$ cat src/rtl/wb_pkg.sv
// Shared definitions for the Wishbone N-master arbiter: FSM encoding,
// the constant-safe clog2 helper and the default watchdog limit.
package wb_pkg;

  typedef enum logic [1:0] {
    ST_IDLE  = 2'd0,
    ST_GRANT = 2'd1,
    ST_ABORT = 2'd2,
    ST_DRAIN = 2'd3
  } wb_state_e;

  localparam int WB_DEFAULT_TIMEOUT = 255;

  function automatic int clog2(input int value);
    int r;
    r = 0;
    for (int i = 0; i < 31; i++) begin
      if ((1 << i) < value) r = i + 1;
    end
    return r;
  endfunction

endpackage

$ cat src/rtl/wb_arbiter_n_if.sv
// Bundle of all master-side and slave-side Wishbone signals around the arbiter.
// Handshake: a master's transfer completes in the cycle it sees ack or err while its stb and cyc are high.
interface wb_arbiter_n_if #(
    parameter int NUM_MASTERS  = 4,
    parameter int DATA_WIDTH   = 32,
    parameter int ADDR_WIDTH   = 32,
    parameter int SELECT_WIDTH = DATA_WIDTH / 8
);
    logic [NUM_MASTERS*ADDR_WIDTH-1:0]   wbm_adr_i;
    logic [NUM_MASTERS*DATA_WIDTH-1:0]   wbm_dat_i;
    logic [DATA_WIDTH-1:0]               wbm_dat_o;
    logic [NUM_MASTERS-1:0]              wbm_we_i;
    logic [NUM_MASTERS*SELECT_WIDTH-1:0] wbm_sel_i;
    logic [NUM_MASTERS-1:0]              wbm_stb_i;
    logic [NUM_MASTERS-1:0]              wbm_cyc_i;
    logic [NUM_MASTERS-1:0]              wbm_ack_o;
    logic [NUM_MASTERS-1:0]              wbm_err_o;
    logic [ADDR_WIDTH-1:0]               wbs_adr_o;
    logic [DATA_WIDTH-1:0]               wbs_dat_o;
    logic [DATA_WIDTH-1:0]               wbs_dat_i;
    logic                                wbs_we_o;
    logic [SELECT_WIDTH-1:0]             wbs_sel_o;
    logic                                wbs_stb_o;
    logic                                wbs_cyc_o;
    logic                                wbs_ack_i;
    logic                                wbs_err_i;

    // slave: the arbiter's view; master: the cores and downstream slave around it
    modport slave (
        input  wbm_adr_i, wbm_dat_i, wbm_we_i, wbm_sel_i, wbm_stb_i, wbm_cyc_i,
        input  wbs_dat_i, wbs_ack_i, wbs_err_i,
        output wbm_dat_o, wbm_ack_o, wbm_err_o,
        output wbs_adr_o, wbs_dat_o, wbs_we_o, wbs_sel_o, wbs_stb_o, wbs_cyc_o
    );

    modport master (
        output wbm_adr_i, wbm_dat_i, wbm_we_i, wbm_sel_i, wbm_stb_i, wbm_cyc_i,
        output wbs_dat_i, wbs_ack_i, wbs_err_i,
        input  wbm_dat_o, wbm_ack_o, wbm_err_o,
        input  wbs_adr_o, wbs_dat_o, wbs_we_o, wbs_sel_o, wbs_stb_o, wbs_cyc_o
    );
endinterface

$ cat src/rtl/rr_priority_enc.sv
// N-wide priority encoder whose search origin is rotated by a pointer.
// LSB_HIGH scans ptr, ptr+1, ...; otherwise scans ptr-1, ptr-2, ... (wrapping).
module rr_priority_enc
    import wb_pkg::*;
#(
    parameter int N        = 4,
    parameter int LSB_HIGH = 1,
    localparam int PW      = (N > 1) ? clog2(N) : 1
) (
    input  logic [N-1:0]  req,
    input  logic [PW-1:0] ptr,
    output logic [N-1:0]  onehot,
    output logic [PW-1:0] idx,
    output logic          valid
);

    always_comb begin
        int k;
        logic [PW-1:0] k_sel;
        onehot = '0;
        idx    = '0;
        valid  = 1'b0;
        k      = 0;
        k_sel  = '0;
        for (int i = 0; i < N; i++) begin
            if (LSB_HIGH != 0) k = (int'(ptr) + i) % N;
            else               k = (int'(ptr) - 1 - i + 2 * N) % N;
            k_sel = PW'(k);
            if (!valid && req[k_sel]) begin
                valid         = 1'b1;
                onehot[k_sel] = 1'b1;
                idx           = k_sel;
            end
        end
    end

endmodule

$ cat src/rtl/wb_arbiter_n.sv
// N-master to 1-slave Wishbone classic arbiter with registered grant,
// fixed-priority or round-robin selection and a stalled-slave watchdog.
module wb_arbiter_n
    import wb_pkg::*;
#(
    parameter int NUM_MASTERS       = 4,
    parameter int DATA_WIDTH        = 32,
    parameter int ADDR_WIDTH        = 32,
    parameter int SELECT_WIDTH      = DATA_WIDTH / 8,
    parameter int ARB_ROUND_ROBIN   = 0,
    parameter int LSB_HIGH_PRIORITY = 1,
    parameter int TIMEOUT_CYCLES    = WB_DEFAULT_TIMEOUT
) (
    input  logic                   clk,
    input  logic                   rst_n,
    wb_arbiter_n_if.slave          bus,
    output logic [NUM_MASTERS-1:0] grant_o,
    output logic                   timeout_o,
    output wb_state_e              state_dbg
);

    localparam int PW     = (NUM_MASTERS > 1) ? clog2(NUM_MASTERS) : 1;
    localparam int CW_RAW = clog2(TIMEOUT_CYCLES + 1);
    localparam int CW     = (CW_RAW > 0) ? CW_RAW : 1;

    wb_state_e              state_q, state_d;
    logic [NUM_MASTERS-1:0] grant_q;
    logic [PW-1:0]          owner_q;
    logic [PW-1:0]          ptr_q;
    logic [CW-1:0]          wdog_q;

    logic [NUM_MASTERS-1:0] enc_onehot;
    logic [PW-1:0]          enc_idx;
    logic                   enc_valid;
    logic [PW-1:0]          arb_ptr;
    logic [PW-1:0]          ptr_after;

    logic [ADDR_WIDTH-1:0]   adr_mux;
    logic [DATA_WIDTH-1:0]   dat_mux;
    logic [SELECT_WIDTH-1:0] sel_mux;
    logic                    we_mux;
    logic                    owner_cyc;
    logic                    owner_stb;
    logic                    stall;
    logic                    expire;
    logic                    release_grant;

    assign arb_ptr = (ARB_ROUND_ROBIN != 0) ? ptr_q : '0;

    rr_priority_enc #(
        .N        (NUM_MASTERS),
        .LSB_HIGH (LSB_HIGH_PRIORITY)
    ) u_enc (
        .req    (bus.wbm_cyc_i),
        .ptr    (arb_ptr),
        .onehot (enc_onehot),
        .idx    (enc_idx),
        .valid  (enc_valid)
    );

    // AND-OR mux keyed by the one-hot grant; nothing is selected while grant is zero.
    always_comb begin
        adr_mux   = '0;
        dat_mux   = '0;
        sel_mux   = '0;
        we_mux    = 1'b0;
        owner_cyc = 1'b0;
        owner_stb = 1'b0;
        for (int k = 0; k < NUM_MASTERS; k++) begin
            if (grant_q[k]) begin
                adr_mux   = bus.wbm_adr_i[k*ADDR_WIDTH +: ADDR_WIDTH];
                dat_mux   = bus.wbm_dat_i[k*DATA_WIDTH +: DATA_WIDTH];
                sel_mux   = bus.wbm_sel_i[k*SELECT_WIDTH +: SELECT_WIDTH];
                we_mux    = bus.wbm_we_i[k];
                owner_cyc = bus.wbm_cyc_i[k];
                owner_stb = bus.wbm_stb_i[k];
            end
        end
    end

    assign stall  = (state_q == ST_GRANT) && owner_stb && !bus.wbs_ack_i && !bus.wbs_err_i;
    assign expire = (TIMEOUT_CYCLES != 0) && stall && (wdog_q == CW'(TIMEOUT_CYCLES - 1));

    always_ff @(posedge clk or negedge rst_n) begin
        if (!rst_n) state_q <= ST_IDLE;
        else        state_q <= state_d;
    end

    // Owner dropping cyc takes precedence over a simultaneous watchdog expiry.
    always_comb begin
        state_d = state_q;
        case (state_q)
            ST_IDLE:  if (enc_valid) state_d = ST_GRANT;
            ST_GRANT: begin
                if (!owner_cyc)  state_d = ST_IDLE;
                else if (expire) state_d = ST_ABORT;
            end
            ST_ABORT: state_d = ST_DRAIN;
            ST_DRAIN: if (!owner_cyc) state_d = ST_IDLE;
            default:  state_d = ST_IDLE;
        endcase
    end

    always_comb begin
        bus.wbs_cyc_o = 1'b0;
        bus.wbs_stb_o = 1'b0;
        bus.wbs_adr_o = '0;
        bus.wbs_dat_o = '0;
        bus.wbs_sel_o = '0;
        bus.wbs_we_o  = 1'b0;
        bus.wbm_ack_o = '0;
        bus.wbm_err_o = '0;
        timeout_o     = 1'b0;
        case (state_q)
            ST_GRANT: begin
                bus.wbs_cyc_o = 1'b1;
                bus.wbs_stb_o = owner_stb;
                bus.wbs_adr_o = adr_mux;
                bus.wbs_dat_o = dat_mux;
                bus.wbs_sel_o = sel_mux;
                bus.wbs_we_o  = we_mux;
                bus.wbm_ack_o = grant_q & {NUM_MASTERS{bus.wbs_ack_i}};
                bus.wbm_err_o = grant_q & {NUM_MASTERS{bus.wbs_err_i}};
            end
            ST_ABORT: begin
                bus.wbm_err_o = grant_q;
                timeout_o     = 1'b1;
            end
            default: ;
        endcase
    end

    assign bus.wbm_dat_o = bus.wbs_dat_i;
    assign grant_o       = grant_q;
    assign state_dbg     = state_q;

    assign release_grant = (state_q != ST_IDLE) && (state_d == ST_IDLE);
    assign ptr_after = (LSB_HIGH_PRIORITY != 0)
                     ? ((owner_q == PW'(NUM_MASTERS - 1)) ? '0 : owner_q + 1'b1)
                     : owner_q;

    always_ff @(posedge clk or negedge rst_n) begin
        if (!rst_n) begin
            grant_q <= '0;
            owner_q <= '0;
            ptr_q   <= '0;
            wdog_q  <= '0;
        end else begin
            if (state_q == ST_IDLE && enc_valid) begin
                grant_q <= enc_onehot;
                owner_q <= enc_idx;
            end else if (release_grant) begin
                grant_q <= '0;
            end
            if (release_grant && ARB_ROUND_ROBIN != 0) ptr_q <= ptr_after;
            // Saturating stall counter; any ack/err/stb-low or leaving GRANT clears it.
            if (stall) begin
                if (wdog_q != CW'(TIMEOUT_CYCLES)) wdog_q <= wdog_q + 1'b1;
            end else begin
                wdog_q <= '0;
            end
        end
    end

endmodule

$ cat src/flat_wrapper.sv
// flat-port wrapper written by rule: the top's interface ports become plain ports
module wb_arbiter_n_flat import wb_pkg::*;
#(
    parameter int NUM_MASTERS       = 4,
    parameter int DATA_WIDTH        = 32,
    parameter int ADDR_WIDTH        = 32,
    parameter int SELECT_WIDTH      = DATA_WIDTH / 8,
    parameter int ARB_ROUND_ROBIN   = 0,
    parameter int LSB_HIGH_PRIORITY = 1,
    parameter int TIMEOUT_CYCLES    = WB_DEFAULT_TIMEOUT
)
  (clk, rst_n, grant_o, timeout_o, state_dbg, bus_wbm_adr_i, bus_wbm_dat_i, bus_wbm_we_i, bus_wbm_sel_i, bus_wbm_stb_i, bus_wbm_cyc_i, bus_wbs_dat_i, bus_wbs_ack_i, bus_wbs_err_i, bus_wbm_dat_o, bus_wbm_ack_o, bus_wbm_err_o, bus_wbs_adr_o, bus_wbs_dat_o, bus_wbs_we_o, bus_wbs_sel_o, bus_wbs_stb_o, bus_wbs_cyc_o);
  wb_arbiter_n_if #(.NUM_MASTERS(NUM_MASTERS), .DATA_WIDTH(DATA_WIDTH), .ADDR_WIDTH(ADDR_WIDTH), .SELECT_WIDTH(SELECT_WIDTH)) bus_i ();
  input  logic clk;
  input  logic rst_n;
  output logic [NUM_MASTERS-1:0] grant_o;
  output logic timeout_o;
  output wb_state_e state_dbg;
  input wire logic [$bits(bus_i.wbm_adr_i)-1:0] bus_wbm_adr_i;
  input wire logic [$bits(bus_i.wbm_dat_i)-1:0] bus_wbm_dat_i;
  input wire logic [$bits(bus_i.wbm_we_i)-1:0] bus_wbm_we_i;
  input wire logic [$bits(bus_i.wbm_sel_i)-1:0] bus_wbm_sel_i;
  input wire logic [$bits(bus_i.wbm_stb_i)-1:0] bus_wbm_stb_i;
  input wire logic [$bits(bus_i.wbm_cyc_i)-1:0] bus_wbm_cyc_i;
  input wire logic [$bits(bus_i.wbs_dat_i)-1:0] bus_wbs_dat_i;
  input wire logic [$bits(bus_i.wbs_ack_i)-1:0] bus_wbs_ack_i;
  input wire logic [$bits(bus_i.wbs_err_i)-1:0] bus_wbs_err_i;
  output wire logic [$bits(bus_i.wbm_dat_o)-1:0] bus_wbm_dat_o;
  output wire logic [$bits(bus_i.wbm_ack_o)-1:0] bus_wbm_ack_o;
  output wire logic [$bits(bus_i.wbm_err_o)-1:0] bus_wbm_err_o;
  output wire logic [$bits(bus_i.wbs_adr_o)-1:0] bus_wbs_adr_o;
  output wire logic [$bits(bus_i.wbs_dat_o)-1:0] bus_wbs_dat_o;
  output wire logic [$bits(bus_i.wbs_we_o)-1:0] bus_wbs_we_o;
  output wire logic [$bits(bus_i.wbs_sel_o)-1:0] bus_wbs_sel_o;
  output wire logic [$bits(bus_i.wbs_stb_o)-1:0] bus_wbs_stb_o;
  output wire logic [$bits(bus_i.wbs_cyc_o)-1:0] bus_wbs_cyc_o;
  assign bus_i.wbm_adr_i = bus_wbm_adr_i;
  assign bus_i.wbm_dat_i = bus_wbm_dat_i;
  assign bus_i.wbm_we_i = bus_wbm_we_i;
  assign bus_i.wbm_sel_i = bus_wbm_sel_i;
  assign bus_i.wbm_stb_i = bus_wbm_stb_i;
  assign bus_i.wbm_cyc_i = bus_wbm_cyc_i;
  assign bus_i.wbs_dat_i = bus_wbs_dat_i;
  assign bus_i.wbs_ack_i = bus_wbs_ack_i;
  assign bus_i.wbs_err_i = bus_wbs_err_i;
  assign bus_wbm_dat_o = bus_i.wbm_dat_o;
  assign bus_wbm_ack_o = bus_i.wbm_ack_o;
  assign bus_wbm_err_o = bus_i.wbm_err_o;
  assign bus_wbs_adr_o = bus_i.wbs_adr_o;
  assign bus_wbs_dat_o = bus_i.wbs_dat_o;
  assign bus_wbs_we_o = bus_i.wbs_we_o;
  assign bus_wbs_sel_o = bus_i.wbs_sel_o;
  assign bus_wbs_stb_o = bus_i.wbs_stb_o;
  assign bus_wbs_cyc_o = bus_i.wbs_cyc_o;
  wb_arbiter_n #(.NUM_MASTERS(NUM_MASTERS), .DATA_WIDTH(DATA_WIDTH), .ADDR_WIDTH(ADDR_WIDTH), .SELECT_WIDTH(SELECT_WIDTH), .ARB_ROUND_ROBIN(ARB_ROUND_ROBIN), .LSB_HIGH_PRIORITY(LSB_HIGH_PRIORITY), .TIMEOUT_CYCLES(TIMEOUT_CYCLES)) u_core (.clk(clk), .rst_n(rst_n), .bus(bus_i), .grant_o(grant_o), .timeout_o(timeout_o), .state_dbg(state_dbg));
endmodule
$ cat config.mk
export PLATFORM = sky130hd
export DESIGN_NAME = wb_arbiter_n_flat
export DESIGN_NICKNAME = d
export VERILOG_FILES = /design/src/rtl/wb_pkg.sv /design/src/rtl/wb_arbiter_n_if.sv /design/src/rtl/rr_priority_enc.sv /design/src/rtl/wb_arbiter_n.sv /design/src/flat_wrapper.sv
export SDC_FILE = /design/constraint.sdc
export NUM_CORES = 1
export LEC_CHECK = 0
export BUFFER_PORTS_ARGS = -buffer_cell sky130_fd_sc_hd__buf_4
export CAP_MARGIN = 5
export CORE_AREA = 5 5 168 170
export DETAILED_ROUTE_END_ITERATION = 16
export DIE_AREA = 0 0 173 175
export GPL_TIMING_DRIVEN = 0
export PLACE_DENSITY = 0.53
export SLEW_MARGIN = 10
export SYNTH_ARGS = -nofsm -noshare
export SYNTH_HDL_FRONTEND = slang
export SYNTH_SLANG_ARGS = --single-unit
export TNS_END_PERCENT = 100
$ cat constraint.sdc
create_clock -name clk -period 1.85 [get_ports clk]
set_clock_uncertainty 0.2 [all_clocks]
set_input_delay 0.2775 -clock clk [delete_from_list [all_inputs] [get_ports clk]]
set_output_delay 0.2775 -clock clk [all_outputs]
set_load 0.01 [all_outputs]
# Yosys cells after proc, flatten, opt, wreduce, memory -nomap -nowiden

Index checks and enable logic that the tools add are counted.

Register bits: 14
Bits in latches: 0
Bits in writable memories: 0
Memory bits (read-only): 0
Logic and storage cells: 80
Memories kept: 0

$add $sub $neg: 1
$mul: 0
Div/mod/pow operators: 0
$lt $le $gt $ge: 0
Equality and inequality tests: 6
Shift operators: 0
Multiplexer cells: 50
Bitwise gates (word level): 2
Reduce and logical (&&, ||, !) cells: 18

Operators with widths:

| cell                | number |
|---|---|
| $mux 32             | 10 |
| $mux 4              | 9 |
| $mux 1              | 21 |
| $mux 8              | 2 |
| $mux 2              | 5 |
| $logic_and 1x1->1   | 9 |
| $add 8x1->8 const B | 1 |
| $and 4x4->4         | 2 |
| $eq 8x8->1 const B  | 1 |
| $ne 8x8->1 const B  | 1 |
| $pmux 2 s4          | 1 |
| $pmux 4 s2          | 1 |
| $logic_not 1->1     | 5 |
| $eq 2x2->1 const B  | 2 |
| $logic_not 2->1     | 2 |
| $reduce_bool 2->1   | 2 |
| $mux 3              | 1 |
| $eq 2x1->1 const B  | 1 |
| $ne 2x2->1 const B  | 1 |

# Depth between registers and ports, before layout

Gate-level depths: netlist of run 1.

Depth after elaboration: 16
Gate-level depth with buffers: 8
Depth with buffers taken out: 7

# Cells and area by module

From an unflattened synthesis of run 1, not the netlist that was laid out.

Cell total of the unflattened synthesis: 577
Area, all modules: 3,905.0 µm²

By module, submodules not included:

| module          | times used | cells each | area each (µm²) | sequential area each (µm²) |
|---|---|---|---|---|
| wb_arbiter_n    | 1          | 532        | 3,483.3         | 350.3 |
| rr_priority_enc | 1          | 45         | 421.7           | 0.0 |

# Worst setup path after synthesis of run 1

OpenSTA, ideal clock, no wires.

Kind: flip-flop to flip-flop
Start: register u_core.state_q[1], in the netlist u_core.state_dbg[1]
End: register u_core.grant_q[2], in the netlist u_core.grant_o[2]
Setup time: 0.143 ns
Arrival: 1.839 ns
Slack: -0.332 ns
Stages on the path, launching flop included: 7
Clock period less this slack: 2.182 ns
Cells stage by stage: dfrtp_1 inv_1 ha_1 o311ai_1 or4_4 a31oi_4 o221ai_1

Longest elaborated chain between the ends: 11
Elaborated cells between the ends (all ways): 19
Classes of those cells: eq/ne: 3; mux: 6; reduce/logical: 10

RTL lines:

| what                            | RTL line                               | RTL |
|---|---|---|
| from (decl)                     | wb_arbiter_n.sv:26                     | `wb_state_e state_q, state_d;` |
| from (signal assigned)          | wb_arbiter_n.sv:86                     | `else state_q <= state_d;` |
| $eq 2x1->1                      | wb_arbiter_n.sv:81, wb_arbiter_n.sv:92 |  |
| $logic_and 1x1->1 (3 in series) | wb_arbiter_n.sv:81                     | `assign stall = (state_q == ST_GRANT) && owner_stb && !bus.wbs_ack_i && !bus.wbs_err_i;` |
| $logic_and 1x1->1               | wb_arbiter_n.sv:82                     | `assign expire = (TIMEOUT_CYCLES != 0) && stall && (wdog_q == CW'(TIMEOUT_CYCLES - 1));` |
| $mux 2                          | wb_arbiter_n.sv:96                     | `else if (expire) state_d = ST_ABORT;` |
| $mux 2                          | wb_arbiter_n.sv:95                     | `if (!owner_cyc) state_d = ST_IDLE;` |
| $pmux 2 s4                      | wb_arbiter_n.sv:92                     | `case (state_q)` |
| $logic_not 2->1                 | wb_arbiter_n.sv:137                    | `assign release_grant = (state_q != ST_IDLE) && (state_d == ST_IDLE);` |
| $logic_and 1x1->1               | wb_arbiter_n.sv:137                    |  |
| $reduce_bool 2->1 (no line)     | n/a                                    |  |
| to (signal assigned)            | wb_arbiter_n.sv:150                    | `grant_q <= enc_onehot;` |
| to (decl)                       | wb_arbiter_n.sv:27                     | `logic [NUM_MASTERS-1:0] grant_q;` |

Several ways; a longest one is shown, not always the timed one.
A chain may end at the register's enable or synchronous reset.

# Final worst setup path of run 1

Start: register u_core.grant_q[1], in the netlist u_core.grant_o[1]
End: output bus_wbs_adr_o[26]

Longest elaborated chain between the ends: 4

RTL lines:

| what                  | RTL line            | RTL |
|---|---|---|
| $mux 32 (3 in series) | wb_arbiter_n.sv:70  | `if (grant_q[k]) begin` |
| $mux 32               | wb_arbiter_n.sv:114 | `case (state_q)` |
| to (decl)             | flat_wrapper.sv:31  | `output wire logic [$bits(bus_i.wbs_adr_o)-1:0] bus_wbs_adr_o;` |

Every way passes these cells.

==> results of run 1 <==
==> cell usage in the layout (no fill, tap or decap), types with 2 or more instances in the layout <==
master and instances:
clkbuf_16 10, and2_1 2, clkbuf_1 5, and3_4 4
a221oi_2 52, nor2b_4 2, clkbuf_4 10, nor2b_2 16
clkbuf_8 9, ha_4 4, a21oi_4 2, dfrtp_2 5
dfrtp_1 9, nor3_2 15, ha_1 2, nand2_1 6
inv_1 7, a211oi_1 2, a221oi_4 17, xor2_1 5
buf_6 22, nor2_1 81, buf_4 444, nand4_1 4
o211ai_1 2, nand3b_1 3, nor2b_1 53, o221ai_2 2
clkbuf_2 17, a21oi_2 6, buf_8 3, a21oi_1 65
and2_4 2, buf_12 5, nor3_1 56
==> final cells by class <==
type / count / area (um2)
Buffer: 87 / 794.5
Clock buffer: 4 / 88.84
Fill cell: 2876 / 17910
Inverter: 10 / 47.55
Multi-Input combinational cell: 430 / 3520
Sequential cell: 14 / 356.6
Tap cell: 341 / 426.7
Timing Repair Buffer: 436 / 3433
==> per-stage QoR <==
| stage | utilization (%) | instance area, um2 | setup TNS, ns | instances | power, uW |
|---|---|---|---|---|---|
| 2_1_floorplan | - | 4031 | -4.374 | 542 | 4529 |
| 3_3_place_gp | 28.22 | 7498 | -66.10 | 1288 | 7334 |
| 4_1_cts | 31.30 | 8318 | -39.53 | 1316 | 9071 |
| 3_5_place_dp | 28.22 | 7498 | -68.75 | 1288 | 7372 |
| 5_1_grt | 32.61 | 8667 | -45.88 | 1322 | 10120 |
| 6_report | 32.61 | 8667 | -38.54 | 1322 | 9469 |
==> power groups by stage <==
stage               combinational, uW  clock, uW  sequential [uW]
CTS                              8190        465              421
detailed placement               6930          0              440
global route                     9200        486              430
floorplan                        4100          0              433
finish                           8590        455              424
global placement                 6900          0              437
==> metal layers <==
layer	track usage, %	vias up	wire [um]
li1	-	2851	-
met1	19.62	2792	10960
met2	29.68	298	13740
met3	3.592	32	1936
met4	2.694	4	528
met5	0	-	40
==> logic make-up (layout without fill, tap and decap cells) <==
logic type               count (synthesis)  after routing  share of synthesized area (%)
flip-flops                              14             14                          10.20
AO/OA/AOI/OAI                          159            159                          32.69
adder cells (fa/ha/maj)                  6              6                          2.187
buffers and inverters                   98            537                          14.43
AND/OR/NAND/NOR                        259            259                          38.96
XOR/XNOR                                 6              6                          1.531
==> final timing paths <==
kind	startpoint	end	slack (ns)	cells after the start
max in group asynchronous	rst_n	u_core.grant_o[1]$_DFFE_PN0P_	1.04	2
min in group asynchronous	rst_n	u_core.wdog_q[2]$_DFFE_PN0P_	0.22	2
hold / removal	bus_wbm_cyc_i[2]	u_core.grant_o[2]$_DFFE_PN0P_	0.08	3
hold reg to reg	u_core.wdog_q[5]$_DFFE_PN0P_	u_core.wdog_q[5]$_DFFE_PN0P_	0.35	2
setup / recovery	u_core.grant_o[1]$_DFFE_PN0P_	bus_wbs_adr_o[26]	-0.59	8
setup reg to reg	u_core.state_dbg[1]$_DFF_PN0_	u_core.grant_o[2]$_DFFE_PN0P_	-0.40	6
==> registers in the layout, summed over array words and instances (netlist names) <==
signal and cells:
u_core.grant_o 4, u_core.state_dbg 2, u_core.wdog_q 8
==> critical path, cell delays in order, from the launching register on <==
cell and delay, ns:
dfrtp_2 0.43, and2b_1 0.24, buf_12 0.17, buf_4 0.24, a221oi_2 0.08, nor3_1 0.19, a21oi_1 0.06, nor2b_1 0.15
buf_4 0.14
==> timing repair <==
action                                 in CTS  in global routing
hold buffers                                1                  0
pin swaps                                  14                 24
setup buffers                              21                  8
gates resized for setup                   118                 61
setup endpoints to repair                  92                 91
gates cloned                                3                  1
endpoints found under the hold margin      14                  0
==> metrics.md, run 1 <==
| Metric | Value |
|---|---|
| First-pass DRT Iterations | `4` |
| IO Count | `438` |
| GPL Wtd Cong | `0.8626` |
| Worst Hold Class | `primary input to flop` |
| CTS tree | `yes` |
| Initial antenna violation count | `2` |
| Post-Syn Area | `3433 um2` |
| Setup WS pre-CTS | `-1.282 ns` |
| Area Growth Syn to Fin | `152.4%` |
| # diodes | `0` |
| Internal power | `5102 uW` |
| Antenna-violating nets left | `0` |
| Critical Path Source Type | `flop` |
| Maximum VDD drop | `0.0005752 V` |
| Synth Register Bits | `14` |
| Via count | `5977` |
| Comb power frac | `90.7%` |
| Core area | `26580 um2` |
| Global route total overflow | `0` |
| Post-detail-place hpwl | `21480 um` |
| Post-layout worst setup margin | `-0.5878 ns` |
| Fmax | `0.4102 GHz` |
| PortBufs | `405` |
| Starting Density | `12.92%` |
| Max-Cap Viols | `0` |
| Psw | `4367 uW` |
| Critical path fanouts, max | `10` |
| Die Ht | `175 um` |
| Switching part of the total | `46.12%` |
| First-pass GRT wire length | `38860 um` |
| Violated checks | `negative setup slack` |
| Critical path capture point type | `primary output` |
| Clock Tree Root | `clkbuf_16` |
| Final setup fails | `84` |
| Clk Latency, worst-skew pair | `0.24 ns` |
| Starting DRT DRC Count | `223` |
| Post-synth EDFFs | `0` |
| Vias in the first global route | `6271` |
| Netlist cell types | `43` |
| CTS sink cnt | `14` |
| Site Rows | `60` |
| Most common cell in the synthesized netlist | `nor2_1` |
| Fin crit share | `131.8%` |
| Tmin final | `2.438 ns` |
| Mapped Cells | `542` |
| Largest cells by area after synthesis | `a221oi_1 (18%), nor2b_1 (13%), a21oi_1 (11%)` |
| Final Hold Vio Count | `0` |
| Drt wl/cell | `20.58 um` |
| Fraction of registers with async set or reset after synthesis | `100.0%` |
| Sequential cell area fraction in the yosys report | `10.20%` |
| Die width | `173 um` |
| Mean post-synth cell area | `6.334 um2` |
| Yosys warning count | `0` |
| Sequential power share | `4.5%` |
| Top_reg_cell synth | `dfrtp_1` |
| CP arrival | `1.96 ns` |
| DIE AREA | `30280 um2` |
| Final wirelength | `27210 um` |
| Leak | `0.003937 uW` |
| Hold_ws | `0.08178 ns` |
| Critical Path RT | `1.37 ns` |
| Clock Path Buffers | `2` |
| Worst Max-Slew Pin Slew | `0.5816 ns` |
| Largest net degree at the start of global routing | `15` |
| Share of cells above drive strength 1 | `67.58%` |
| Status | `complete, but fails checks` |
| Syn nets | `868` |
| DRC | `0` |
| Crit Path Category | `flop to primary output` |
| Cell taking the most area after synthesis | `a221oi_1` |
| Clock Pin Slew Worst Setup and Hold Paths | `0.05 ns` |
| Vias per Instance | `4.521` |
| CTS Buf Count | `3` |
| Max-slew violations | `0` |
| Clk pwr share | `4.8%` |
| Top cells by count, synth | `nor2_1 (82), a21oi_1 (73), nor2b_1 (71), nor3_1 (71), a221oi_1 (69)` |
| Power per cell area | `1093 nW/um2` |
| Htree depth | `1` |
| Total global-route track usage | `16.17%` |
| Top-area cell type share of the netlist area | `17.60%` |
| RSZ-0062 raised after global routing | `yes` |
| Layout Nets | `1308` |
| Slew headroom | `61.23%` |
No activity file was read; power rests on OpenSTA's default activity.
==> inputs of run 2 (changes only) <==
--- a/config.mk
+++ b/config.mk
@@ -12,6 +12,7 @@
 export DIE_AREA = 0 0 173 175
 export GPL_TIMING_DRIVEN = 0
 export PLACE_DENSITY = 0.53
+export SETUP_SLACK_MARGIN = 0.15
 export SLEW_MARGIN = 10
 export SYNTH_ARGS = -nofsm -noshare
 export SYNTH_HDL_FRONTEND = slang
==> run 2 against run 1 <==
The flow still finishes with violations (negative setup slack); wire length fell by 1.8%; sequential share of layout area about the same; non-clock buffer count shrank 2; combinational power grew 1%; design area increased by 0.91%; critical path depth up 1; clock power about the same; die area unchanged; maximum frequency rose by 0.19%; register-to-register slack about the same; critical endpoint is now bus_wbs_adr_o[12].
==> metrics.md, run 2 (same netlist as run 1, synthesis figures left out) <==
| Metric | Value |
|---|---|
| Status | `complete, but fails checks` |
| Violated checks | `negative setup slack` |
| Max-slew violations | `0` |
| Die Ht | `175 um` |
| Total global-route track usage | `15.74%` |
| Final wirelength | `26720 um` |
| Largest net degree at the start of global routing | `15` |
| First-pass DRT Iterations | `4` |
| # diodes | `0` |
| Starting DRT DRC Count | `290` |
| Worst Max-Slew Pin Slew | `0.4824 ns` |
| Share of cells above drive strength 1 | `68.85%` |
| Htree depth | `1` |
| DRC | `0` |
| Critical Path Source Type | `flop` |
| Most frequent cells in the layout | `buf_4 (435), nor2_1 (75), a21oi_1 (63)` |
| Slew headroom | `67.50%` |
| Initial antenna violation count | `0` |
| Maximum VDD drop | `0.0004839 V` |
| CTS Buf Count | `3` |
| DIE AREA | `30280 um2` |
| PortBufs | `405` |
| Critical Path RT | `1.37 ns` |
| CP arrival | `1.96 ns` |
| Drt wl/cell | `20.24 um` |
| Clock Path Buffers | `2` |
| Via count | `5976` |
| CTS tree | `yes` |
| Clock Pin Slew Worst Setup and Hold Paths | `0.05 ns` |
| Hold_ws | `0.08267 ns` |
| Most frequent CP cell | `buf_12` |
| Max-Cap Viols | `0` |
| Commonest non-fill, non-tap cell in the layout | `buf_4` |
| Bufs and invs on worst path | `4` |
| Vias per Instance | `4.527` |
| Critical path capture point type | `primary output` |
| Worst Hold Class | `primary input to flop` |
| Leak | `0.003979 uW` |
| Reg with most FFs | `u_core.wdog_q` |
| Met2 wire len | `13700 um` |
| Uppermost layer routed | `met4` |
| Global route total overflow | `0` |
| Crit Path Category | `flop to primary output` |
| Starting Density | `12.92%` |
| Post-detail-place hpwl | `21020 um` |
| Tmin final | `2.433 ns` |
| CTS sink cnt | `14` |
| CP top delay family | `buffers and inverters` |
| CP Cell Sequence | `and2b_2 -> buf_12 -> buf_12 -> clkbuf_16 -> a221oi_4 -> nor3_2 -> a21oi_1 -> nor2b_2 -> buf_4` |
| Final Hold Vio Count | `0` |
| IO Count | `438` |
| Core area | `26580 um2` |
| Final instance area | `8746 um2` |
| Final setup fails | `89` |
| Wl on met1 | `10950 um` |
| Antenna-violating nets left | `0` |
| Met3 WL post-DR | `1785 um` |
| Slowest stage delay, CP | `0.40 ns` |
| Critical path fanouts, max | `7` |
| Site Rows | `60` |
| Placed cell area | `7511 um2` |
| Area Growth Syn to Fin | `154.7%` |
| Slowest cell on crit path | `dfrtp_2` |
| Clock Tree Root | `clkbuf_16` |
| Clk Latency, worst-skew pair | `0.24 ns` |
| GPL Wtd Cong | `0.8465` |
| First-pass GRT wire length | `37780 um` |
| RSZ-0062 raised after global routing | `yes` |
| Fin crit share | `131.5%` |
| Fmax | `0.4110 GHz` |
| Die width | `173 um` |
| Vias in the first global route | `6123` |
| Power per cell area | `1095 nW/um2` |
| Final design utilization | `32.91%` |
| Layout fillers | `2856` |
| Layout Nets | `1306` |
| Max reg flops | `8` |
| Post-layout worst setup margin | `-0.5832 ns` |
-- run 2: cell types whose count changed in the layout (fill, tap and decap cells not counted), moves of 4 or more --
| cell | previous run | this run |
|---|---|---|
| buf_4 | 444 | 435 |
| clkbuf_1 | 5 | 1 |
| clkbuf_8 | 9 | 14 |
| nor2_1 | 81 | 75 |
| nor2_2 | 0 | 6 |
-- run 2: path summary, 6_finish.rpt --
kind | startpoint | end | slack (ns) | cells after the start
setup / recovery | u_core.grant_o[0]$_DFFE_PN0P_ | bus_wbs_adr_o[12] | -0.58 | 9
hold / removal | bus_wbm_cyc_i[2] | u_core.grant_o[2]$_DFFE_PN0P_ | 0.08 | 3
setup reg to reg | u_core.state_dbg[0]$_DFF_PN0_ | u_core.grant_o[1]$_DFFE_PN0P_ | -0.39 | 5
hold reg to reg | u_core.wdog_q[5]$_DFFE_PN0P_ | u_core.wdog_q[5]$_DFFE_PN0P_ | 0.37 | 2
max in group asynchronous | rst_n | u_core.grant_o[1]$_DFFE_PN0P_ | 1.05 | 2
min in group asynchronous | rst_n | u_core.grant_o[2]$_DFFE_PN0P_ | 0.22 | 2
-- run 2: report_power, final --
group	internal [uW]	total (uW)	leakage, uW	switching [uW]
sequential	357	417	0.000184	60.4
combinational	4520	8700	0.00375	4170
clock	328	457	0.0000442	129
-- run 2: layout make-up --
| cell class | instances | area (um2) | share of cell area (%) |
|---|---|---|---|
| buffer | 88 | 869.6 | 9.943 |
| clock buffer | 4 | 88.84 | 1.016 |
| timing repair buffer | 433 | 3445 | 39.38 |
| multi-input combinational | 430 | 3512 | 40.16 |
| sequential | 14 | 356.6 | 4.077 |
| tap | 341 | 426.7 | 4.878 |
| inverter | 10 | 47.55 | 0.5436 |
-- run 2: timing repair --
action                                  in CTS  in global routing
resized for setup                          134                 49
setup buffers                               17                  5
pin swaps                                   41                 25
hold endpoints to repair                    14                  0
gates cloned                                 3                  2
endpoints found under the setup margin      93                 93
hold buffers                                 1                  0
-- run 2: metrics by stage --
stage | setup WS (ns) | total power [uW] | TNS, ns | std cells
after floorplan | -0.2248 | 4543 | -4.359 | 542
after global placement | -0.8056 | 7345 | -45.78 | 1288
after global routing | -0.6681 | 10180 | -47.14 | 1320
after CTS | -0.5938 | 9104 | -38.40 | 1313
final | -0.5832 | 9573 | -38.74 | 1320
after detailed placement | -0.8183 | 7366 | -46.13 | 1288
-- run 2: tightest hold or removal path, cell delays in order --
cell and delay, ns:
buf_4 0.10, nand2_1 0.06, o221ai_2 0.05
-- run 2: layer usage --
layer	track usage, %	vias to the layer above
met2	28.83	283
met5	0	-
met3	3.418	18
met4	1.696	0
met1	19.54	2831
li1	-	2844
==> inputs of run 3 (changes only) <==
--- a/config.mk
+++ b/config.mk
@@ -13,8 +13,8 @@
 export GPL_TIMING_DRIVEN = 0
 export PLACE_DENSITY = 0.53
 export SETUP_SLACK_MARGIN = 0.15
-export SLEW_MARGIN = 10
+export SLEW_MARGIN = 20
 export SYNTH_ARGS = -nofsm -noshare
 export SYNTH_HDL_FRONTEND = slang
 export SYNTH_SLANG_ARGS = --single-unit
-export TNS_END_PERCENT = 100
+export TNS_END_PERCENT = 30
==> run 3 against run 2 <==
The run still ends with negative setup slack left; wire length grew 0.88%; first-iteration DRC count shrank 38%; flip-flop and latch count is the same; power shrank 6.7%; clock power shrank 7.9%; worst hold slack gained 0.0099 ns; largest cell class unchanged; largest power group unchanged.
==> metrics.md, run 3 (same netlist as run 1, synthesis figures left out) <==
| Metric | Value |
|---|---|
| CP Cell Sequence | `and2b_1 -> buf_12 -> buf_12 -> buf_12 -> a221oi_4 -> nor3_2 -> a21oi_2 -> nor2b_1 -> buf_4` |
| Antenna-violating nets left | `0` |
| Power per cell area | `1073 nW/um2` |
| Placed cell area | `7142 um2` |
| Final Hold Vio Count | `0` |
| Post-layout worst setup margin | `-0.6129 ns` |
| Leak | `0.003835 uW` |
| IO Count | `438` |
| CP top delay family | `buffers and inverters` |
| Hold path cells | `3` |
| Max reg flops | `8` |
| Die Ht | `175 um` |
| Via count | `5955` |
| CTS tree | `yes` |
| Largest net degree at the start of global routing | `15` |
| Vias in the first global route | `6243` |
| Levels on crit path | `9` |
| GPL Wtd Cong | `0.8266` |
| Final instance area | `8327 um2` |
| Commonest non-fill, non-tap cell in the layout | `buf_4` |
| Fmax | `0.4060 GHz` |
| First-pass DRT Iterations | `5` |
| FF-to-FF path depth | `6` |
| DIE AREA | `30280 um2` |
| Starting DRT DRC Count | `179` |
| Most frequent CP cell | `buf_12` |
| Initial antenna violation count | `1` |
| Fin crit share | `133.1%` |
| CP arrival | `1.99 ns` |
| Final setup fails | `92` |
| Starting Density | `12.92%` |
| CTS sink cnt | `14` |
| Clk Latency, worst-skew pair | `0.25 ns` |
| Critical Path Source Type | `flop` |
| Vias per Instance | `4.535` |
| Max-Cap Viols | `0` |
| Clock Pin Slew Worst Setup and Hold Paths | `0.05 ns` |
| Final wirelength | `26960 um` |
| Violated checks | `negative setup slack` |
| Post-detail-place hpwl | `21560 um` |
| Layout Nets | `1299` |
| Reg with most FFs | `u_core.wdog_q` |
| Global route total overflow | `0` |
| Die width | `173 um` |
| Overall Power | `8937 uW` |
| Drt wl/cell | `20.53 um` |
| Max-slew violations | `0` |
| Area Growth Syn to Fin | `142.5%` |
| Maximum VDD drop | `0.0005168 V` |
| First-pass GRT wire length | `38560 um` |
| R2R Setup Slk | `-0.35 ns` |
| Status | `complete, but fails checks` |
| Core area | `26580 um2` |
| Slew headroom | `60.30%` |
| Critical path capture point type | `primary output` |
| Critical path fanouts, max | `8` |
| Critical Path RT | `1.37 ns` |
| Tmin final | `2.463 ns` |
| Bufs and invs on worst path | `4` |
| Crit Path Category | `flop to primary output` |
| # diodes | `0` |
| Most frequent cells in the layout | `buf_4 (446), nor2_1 (82), a21oi_1 (66)` |
| PortBufs | `405` |
| Slowest stage delay, CP | `0.42 ns` |
| Worst Hold Class | `primary input to flop` |
| DRC | `0` |
| Total global-route track usage | `16.00%` |
| Worst Max-Slew Pin Slew | `0.5873 ns` |
| Clock Tree Root | `clkbuf_16` |
| Share of cells above drive strength 1 | `64.61%` |
| Htree depth | `1` |
| CTS Buf Count | `3` |
| Site Rows | `60` |
| RSZ-0062 raised after global routing | `yes` |
| Clock Path Buffers | `2` |
| Slowest cell on crit path | `dfrtp_2` |
[run 3: path summary, 6_finish.rpt]
path / to / startpoint
setup reg to reg: u_core.grant_o[1]$_DFFE_PN0P_ / u_core.state_dbg[1]$_DFF_PN0_
hold / removal: u_core.grant_o[2]$_DFFE_PN0P_ / bus_wbm_cyc_i[2]
min in group asynchronous: u_core.wdog_q[3]$_DFFE_PN0P_ / rst_n
max in group asynchronous: u_core.grant_o[2]$_DFFE_PN0P_ / rst_n
setup / recovery: bus_wbs_adr_o[31] / u_core.grant_o[0]$_DFFE_PN0P_
hold reg to reg: u_core.wdog_q[5]$_DFFE_PN0P_ / u_core.wdog_q[5]$_DFFE_PN0P_
[run 3: layer usage]
| metal | GRT usage [%] | routed length, um | vias up |
|---|---|---|---|
| li1 | - | - | 2837 |
| met1 | 19.47 | 10920 | 2807 |
| met2 | 28.83 | 13790 | 280 |
| met3 | 3.202 | 1663 | 31 |
| met4 | 4.124 | 575 | 0 |
| met5 | 0 | 0 | - |
[run 3: power by group]
part | leakage [uW] | internal [uW] | switching (uW)
sequential | 0.000184 | 357 | 70.6
clock | 0.0000382 | 292 | 129
combinational | 0.00361 | 4190 | 3900
total | 0.00384 | 4840 | 4100
[run 3: timing repair]
action / in CTS / in global routing
setup buffers: 10 / 3
gates cloned: 3 / 4
pin swaps: 38 / 25
setup endpoints to repair: 93 / 92
resized for setup: 147 / 43
hold buffers: 1 / 0
endpoints found under the hold margin: 14 / 0
[run 3: through the flow]
stage | std cells | setup WS [ns] | setup TNS (ns) | util, % | hold slack (ns)
3_5_place_dp | 1288 | -1.068 | -63.17 | 26.87 | -0.05860
5_1_grt | 1313 | -0.7158 | -47.67 | 31.33 | 0.1067
4_1_cts | 1306 | -0.6073 | -39.47 | 30.31 | 0.08882
3_3_place_gp | 1288 | -1.039 | -60.10 | 26.87 | -0.06009
2_1_floorplan | 542 | -0.2248 | -6.627 | - | -0.2181
6_report | 1313 | -0.6129 | -39.14 | 31.33 | 0.09260
[run 3: area by class of cell]
| type | count | area [um2] |
|---|---|---|
| multi-input combinational | 430 | 3229 |
| inverter | 10 | 42.54 |
| timing repair buffer | 426 | 3298 |
| fill | 2928 | 18250 |
| buffer | 88 | 894.6 |
| sequential | 14 | 356.6 |
| clock buffer | 4 | 78.83 |
| tap | 341 | 426.7 |
[run 3: worst reg2reg max path, cell delays in order (launching register included)]
cell      delay [ns]
dfrtp_1         0.39
buf_4           0.14
ha_2            0.16
or3_1           0.34
or4_4           0.45
a31oi_4         0.23
o221ai_1        0.15
